`src/rtl/grc_pkg.sv`:
```
// rtl/grc_pkg.sv - shared state type, widths and saturating add for the game round controller
package grc_pkg;

  localparam int SCORE_W = 8;
  localparam int TIME_W  = 8;
  localparam int ID_W    = 4;

  typedef enum logic [1:0] {
    IDLE,
    PLAY,
    COMMIT,
    DONE
  } grc_state_t;

  function automatic logic [SCORE_W-1:0] sat_add(input logic [SCORE_W-1:0] a,
                                                 input logic [1:0]         inc);
    logic [SCORE_W:0] sum;
    sum = {1'b0, a} + {{(SCORE_W-1){1'b0}}, inc};
    return sum[SCORE_W] ? {SCORE_W{1'b1}} : sum[SCORE_W-1:0];
  endfunction

endpackage

```
`src/rtl/hoop_debounce.sv`:
```
// rtl/hoop_debounce.sv - 2-flop synchronizer plus level debouncer for the hoop switch
// rise_pulse is high for one cycle each time the debounced level goes 0->1.
module hoop_debounce #(
  parameter int DEBOUNCE_CYCLES = 250000
) (
  input  logic clock,
  input  logic reset,
  input  logic hoop_in,
  output logic rise_pulse
);

  localparam int CNT_W = (DEBOUNCE_CYCLES > 1) ? $clog2(DEBOUNCE_CYCLES) : 1;
  localparam logic [CNT_W-1:0] CNT_LAST = CNT_W'(DEBOUNCE_CYCLES - 1);

  logic             sync_0;
  logic             sync_1;
  logic             level;
  logic [CNT_W-1:0] count;

  // count tracks how many consecutive samples have disagreed with the accepted level
  always_ff @(posedge clock) begin
    if (!reset) begin
      sync_0     <= 1'b0;
      sync_1     <= 1'b0;
      level      <= 1'b0;
      count      <= '0;
      rise_pulse <= 1'b0;
    end else begin
      sync_0     <= hoop_in;
      sync_1     <= sync_0;
      rise_pulse <= 1'b0;
      if (sync_1 == level) begin
        count <= '0;
      end else if (count == CNT_LAST) begin
        level      <= sync_1;
        count      <= '0;
        rise_pulse <= sync_1;
      end else begin
        count <= count + CNT_W'(1);
      end
    end
  end

endmodule

```
`src/rtl/game_round_controller.sv`:
```
// rtl/game_round_controller.sv - timed basketball round: scoring, countdown and leaderboard commit
// Define GRC_BONUS_EN to score 2 per basket while time_left <= 3.
module game_round_controller
  import grc_pkg::*;
#(
  parameter int TICK_CYCLES     = 50000000,
  parameter int ROUND_SECS      = 10,
  parameter int DEBOUNCE_CYCLES = 250000
) (
  input  logic              clock,
  input  logic              reset,
  input  logic              start,
  input  logic              hoop_in,
  input  logic [ID_W-1:0]   user_id,
  input  logic              lb_ack,
  output logic [TIME_W-1:0] time_left,
  output logic [SCORE_W-1:0] score,
  output logic              round_active,
  output logic              lb_req,
  output logic [SCORE_W-1:0] lb_score,
  output logic [ID_W-1:0]   lb_id,
  output logic              game_over
);

  localparam int TICK_W = (TICK_CYCLES > 1) ? $clog2(TICK_CYCLES) : 1;
  localparam logic [TICK_W-1:0] TICK_LAST  = TICK_W'(TICK_CYCLES - 1);
  localparam logic [TIME_W-1:0] ROUND_TIME = TIME_W'(ROUND_SECS);
`ifdef GRC_BONUS_EN
  localparam logic [TIME_W-1:0] BONUS_SECS = TIME_W'(3);
`endif

  grc_state_t         state, state_n;
  logic [TICK_W-1:0]  tick_cnt, tick_n;
  logic [TIME_W-1:0]  time_n;
  logic [SCORE_W-1:0] score_n, lb_score_n;
  logic [ID_W-1:0]    id_q, id_n, lb_id_n;
  logic [1:0]         inc;
  logic               basket;

  hoop_debounce #(
    .DEBOUNCE_CYCLES(DEBOUNCE_CYCLES)
  ) u_hoop_debounce (
    .clock     (clock),
    .reset     (reset),
    .hoop_in   (hoop_in),
    .rise_pulse(basket)
  );

  always_ff @(posedge clock) begin
    if (!reset) begin
      state     <= IDLE;
      tick_cnt  <= '0;
      time_left <= ROUND_TIME;
      score     <= '0;
      id_q      <= '0;
      lb_score  <= '0;
      lb_id     <= '0;
    end else begin
      state     <= state_n;
      tick_cnt  <= tick_n;
      time_left <= time_n;
      score     <= score_n;
      id_q      <= id_n;
      lb_score  <= lb_score_n;
      lb_id     <= lb_id_n;
    end
  end

  always_comb begin
    state_n    = state;
    tick_n     = tick_cnt;
    time_n     = time_left;
    score_n    = score;
    id_n       = id_q;
    lb_score_n = lb_score;
    lb_id_n    = lb_id;
`ifdef GRC_BONUS_EN
    inc = (time_left <= BONUS_SECS) ? 2'd2 : 2'd1;
`else
    inc = 2'd1;
`endif
    case (state)
      IDLE, DONE: begin
        if (start) begin
          state_n = PLAY;
          tick_n  = '0;
          time_n  = ROUND_TIME;
          score_n = '0;
          id_n    = user_id;
        end
      end
      PLAY: begin
        if (basket) begin
          score_n = sat_add(score, inc);
        end
        // the cycle showing time_left==0 still scores; its result is what gets committed
        if (time_left == '0) begin
          state_n    = COMMIT;
          lb_score_n = score_n;
          lb_id_n    = id_q;
        end else if (tick_cnt == TICK_LAST) begin
          tick_n = '0;
          time_n = time_left - TIME_W'(1);
        end else begin
          tick_n = tick_cnt + TICK_W'(1);
        end
      end
      COMMIT: begin
        if (lb_ack) begin
          state_n = DONE;
        end
      end
      default: state_n = IDLE;
    endcase
  end

  assign round_active = (state == PLAY);
  assign lb_req       = (state == COMMIT);
  assign game_over    = (state == DONE);

endmodule

```
`config.mk`:
```
export PLATFORM = sky130hd
export DESIGN_NAME = game_round_controller
export DESIGN_NICKNAME = d
export VERILOG_FILES = /design/src/rtl/grc_pkg.sv /design/src/rtl/hoop_debounce.sv /design/src/rtl/game_round_controller.sv
export SDC_FILE = /design/constraint.sdc
export NUM_CORES = 1
export LEC_CHECK = 0
export BUFFER_PORTS_ARGS = -buffer_cell sky130_fd_sc_hd__buf_2
export CAP_MARGIN = 10
export CELL_PAD_IN_SITES_DETAIL_PLACEMENT = 1
export CELL_PAD_IN_SITES_GLOBAL_PLACEMENT = 2
export CORE_MARGIN = 2
export CORE_UTILIZATION = 35
export DETAILED_ROUTE_END_ITERATION = 12
export GPL_ROUTABILITY_DRIVEN = 0
export PLACE_DENSITY = 0.9
export SKIP_CTS_REPAIR_TIMING = 1
export SLEW_MARGIN = 0
export SYNTH_ARGS = -nofsm -noshare
export SYNTH_HDL_FRONTEND = slang
export SYNTH_HIERARCHICAL = 1
export SYNTH_SLANG_ARGS = --single-unit
export TNS_END_PERCENT = 20
```
`constraint.sdc`:
```
create_clock -name clock -period 7.1 [get_ports clock]
set_input_delay 1.42 -clock clock [delete_from_list [all_inputs] [get_ports clock]]
set_output_delay 1.42 -clock clock [all_outputs]
set_load 0.02 [all_outputs]
```
* Word-level counts from Yosys, hierarchy flattened
Cells that the tools add are included.
Word-level totals: output and inout port bits 31, logic and storage cells 59, bits in registers 82, input bits 9
Operators by class: add/sub/neg operators 4, equality and inequality tests 11, bitwise operators 3, reductions and logical operators 13, mux-type cells 16
Operators by type and width (count):
- 26-bit two-way mux | 3
- 26-bit case mux with 2 select lines | 1
- 8-bit two-way mux | 6
- 8-bit case mux with 2 select lines | 2
- 26-bit by 1-bit adder with 26-bit output, second input constant | 1
- 26-bit equality test, second input constant | 1
- 18-bit by 1-bit adder with 18-bit output, second input constant | 1
- 18-bit equality test, second input constant | 1
- 8-bit by 1-bit adder with 9-bit output, second input constant | 1
- 8-bit zero test | 1
- 2-bit AND reduction | 4
- 8-bit by 1-bit subtractor with 8-bit output, second input constant | 1
- 2-bit two-way mux | 3
- 2-bit != test, second input constant | 3
- 2-bit case mux with 3 select lines | 1
- 3-bit AND reduction | 2
- 3-bit OR reduction | 2
- 2-bit equality test, second input constant | 2
- 2-bit by 1-bit != test with 1-bit output, second input constant | 2
- 4-bit AND reduction | 1
- 1-bit NOT | 3
- 2-bit by 1-bit equality test with 1-bit output, second input constant | 1
- 2-bit zero test | 1
- 2-bit nonzero test | 1
- 2 further kinds | 2

* Depth between registers and ports, before layout
depth after elaboration 4, depth in mapped cells 10, gate-level depth less buffers 7

* Modules after synthesis
The synthesis kept the hierarchy.
By module, submodules not included:
- game_round_controller | area each 2964.1 um^2, times used 1, cells each 352
- hoop_debounce | area each 973.4 um^2, times used 1, cells each 107

* Worst setup path before layout
Ideal clock, no wire load.
kind input -> register, from input port start, to register tick_cnt[25], required time 7030 ps, arrival 2655 ps, setup slack 4375 ps, buffers on the path 1, stages 6, path through mux2i_1 buf_2 a21oi_2 nand3_1 or4_1 a21oi_1
Between the ends: word-level cells in the longest chain between the ends 2
Ends and longest elaborated chain:
- from (decl) | RTL line game_round_controller.sv:12 | input logic start,
- 2-bit != test (no line)
- 3-bit AND reduction (no line)
- to (signal assigned) | RTL line game_round_controller.sv:60 | tick_cnt <= tick_n;
- to (decl) | RTL line game_round_controller.sv:33 | logic [TICK_W-1:0] tick_cnt, tick_n;
No other way between the ends. A chain may end at the register's enable or synchronous reset.

* Final worst setup path
from input port start, to register tick_cnt[23]
Same word-level chain as after synthesis.

==> metrics <==
Switch Pwr=371 µW; die width=110 µm; syn avg cell area=8.58 µm²; post-DR vias/cell=5.43; Buf/Inv on CP=1; worst rel slew slack=26.3%; setup TNS=0 ps; number of inserted diodes=0; CP top delay family=compound AO/OA/AOI/OAI gates; Fillers=1301; initial antenna violation count=0; CP required=7380 ps; worst hold-check path type=register to register; MaxCap Viol Count=0; I/O pin count=40; minimum hold slack=449 ps; ANT nets after route=0; Max Slew Vio Count=0; fin crit share=47.0%; share of post-route cells with drive strength above 1=13.1%; CTS tree=built; final setup fails=0; TritonRoute pass-1 iters=4; Syn-to-layout area delta=12.8%; cell taking the most area after synthesis=dfxtp_1; Worst-Skew Late Latency=360 ps; Worst Setup Path Type=input port to register; worst-path fanout max=18; commonest cells in the netlist=dfxtp_1, nor2_1, nand2_1; clock-pin slew on the worst setup and hold paths=80 ps; syn_nets=477; Arrival @ worst endpoint=3620 ps; Critical Path End Type=register; Setup crit start kind=input port; first-pass GRT wire length=16300 µm; status=finished, final reports clean; Mapped Cells=459; CORE AREA=10900 µm²; crit-path cells=buf_2 > mux2i_1 > a21oi_2 > nand4_1 > or3_1 > a21oi_1; clk buf depth=2; clk sink count=82; row count=38; Least-Margin Pin Slew=1110 ps; via count=3453; Leakage=0.00157 µW; H-Tree Depth=3; Yosys reg bits=82; Routed WL=9810 µm; RSZ-0062 raised after global routing=no; Crit-path slowest cell=a21oi_2; Routed WL per cell=15.4 µm; worst vdd ir=0.000160 V; Synth Warn #=6; Post-synth EDFFs=0; Final Skew=7.62 ps; placed cell area=4220 µm²; synth unique cells=49; Iter 0 DRT Violations=240; Die Y=110 µm; Finished Cell Area=4440 µm²; root buffer cell=clkbuf_8; most frequent cell after synthesis=dfxtp_1; grt ovf=0; Critical Path Max Stage Delay=730 ps; Max Freq=300 MHz; final core utilization=40.8%; Fin. Hold Viols=0; Initial Util=36.2%; Cell Area, Synth=3940 µm²; post-synthesis async set-or-reset flop share=0%; Net Sw Frac=32.9%; GRT Overall Usage=16.8%; # DRC=0; die area=12100 µm²; clock share of power=33.5%; top_reg_cell synth=dfxtp_1; Yosys top cell area share=41.7%; Seq/Total Area, Yosys=41.7%; fin crit period=3340 ps; vias in the first global route=3427; CTS Buf Count=9; port bufs=39; Reg power frac=43.9%; Internal Pwr Total=757 µW; Cell Pwr Density=254 nW/µm²; hpwl dp=6980 µm; ranking of synthesized cells by area=dfxtp_1, xnor2_1, nor2_1; Combinational Power Share=22.5%; largest net degree at the start of global routing=36; Final nets=509
[cells by family after synthesis]
group | count (synthesis) | share of synthesized area (%)
simple gates | 215 | 29.4
fa+ha+maj | 9 | 2.86
buf+inv | 30 | 3.37
flops | 82 | 41.7
mux | 4 | 1.02
xor+xnor | 41 | 9.12
compound gates | 78 | 12.6
[power groups by stage]
stage,Sequential (µW),Combinational [µW],Clock [µW]
final,495,254,378
after detailed placement,506,253,0
after CTS,496,255,387
after global routing,499,282,408
after global placement,504,241,0
after floorplan,508,199,0
[area by class of cell]
class,instances,area [µm²],share of cell area (%)
multi-input cells,347,2160,48.7
repair buffers,40,200,4.51
flip-flops and latches,82,1640,37.0
inverters,11,41.3,0.930
clock inverters,5,77.6,1.75
clock buffers,11,141,3.18
well taps,140,175,3.94
[layer usage]
layer | share of wire [%] | GRT usage (%) | vias up
li1 | - | - | 1695
met5 | 0 | 0 | -
met1 | 48 | 21.6 | 1702
met2 | 48 | 27.6 | 48
met4 | 0.84 | 7.59 | 0
met3 | 3.3 | 2.76 | 8
[flip-flops by register name, summed over array words and instances, names as in the netlist]
| name | count |
|---|---|
| tick_cnt | 26 |
| u_hoop_debounce/count | 18 |
| lb_score | 8 |
| score | 8 |
| time_left | 8 |
| id_q | 4 |
| lb_id | 4 |
| state | 2 |
| u_hoop_debounce/level | 1 |
| u_hoop_debounce/rise_pulse | 1 |
| u_hoop_debounce/sync_0 | 1 |
| u_hoop_debounce/sync_1 | 1 |
[path summary, 6_finish.rpt]
path	start	end	slack, ps	depth (start not counted)
worst max-delay path	start	tick_cnt[23]$_SDFFE_PN0P_	3760	6
worst min-delay path	u_hoop_debounce/sync_0$_SDFF_PN0_	u_hoop_debounce/sync_1$_SDFF_PN0_	450	1
worst max register to register	state[1]$_SDFFE_PN0P_	tick_cnt[23]$_SDFFE_PN0P_	4020	7
worst min register to register	u_hoop_debounce/sync_0$_SDFF_PN0_	u_hoop_debounce/sync_1$_SDFF_PN0_	450	1
[stage by stage]
step / worst slack, ps / instances / total power [µW]
after detailed placement: 3390 / 619 / 759
after floorplan: 4380 / 459 / 707
after global placement: 3530 / 619 / 746
final: 3760 / 636 / 1130
after CTS: 3770 / 635 / 1140
after global routing: 3530 / 636 / 1190
[placed cells by master (no fill, tap or decap), types with 3 or more instances in the layout]
cell | netlist | layout
a21boi_0 | 13 | 13
a21o_1 | 3 | 3
a21oi_1 | 17 | 17
a22oi_1 | 3 | 3
a31oi_1 | 5 | 5
and2_1 | 10 | 10
and3_1 | 8 | 8
and4_1 | 4 | 4
buf_2 | 7 | 40
clkbuf_8 | 0 | 10
dfxtp_1 | 82 | 82
ha_1 | 9 | 9
inv_1 | 11 | 11
mux2i_1 | 4 | 4
nand2_1 | 38 | 38
nand3_1 | 20 | 20
nand4_1 | 23 | 23
nor2_1 | 52 | 52
nor2b_1 | 6 | 6
nor3_1 | 8 | 8
nor3b_1 | 3 | 3
nor4_1 | 11 | 11
nor4b_1 | 4 | 4
o21ai_0 | 21 | 21
o31ai_1 | 6 | 6
or3_1 | 8 | 8
or4_1 | 7 | 7
xnor2_1 | 24 | 24
xor2_1 | 17 | 17
[worst reg2reg max path: stages (launching register included)]
cell and delay, ps:
dfxtp_1 340, inv_1 100, ha_1 420, mux2i_1 420, a21oi_2 730, nand4_1 410, or3_1 420, a21oi_1 170
No activity file was read; power rests on OpenSTA's default activity.
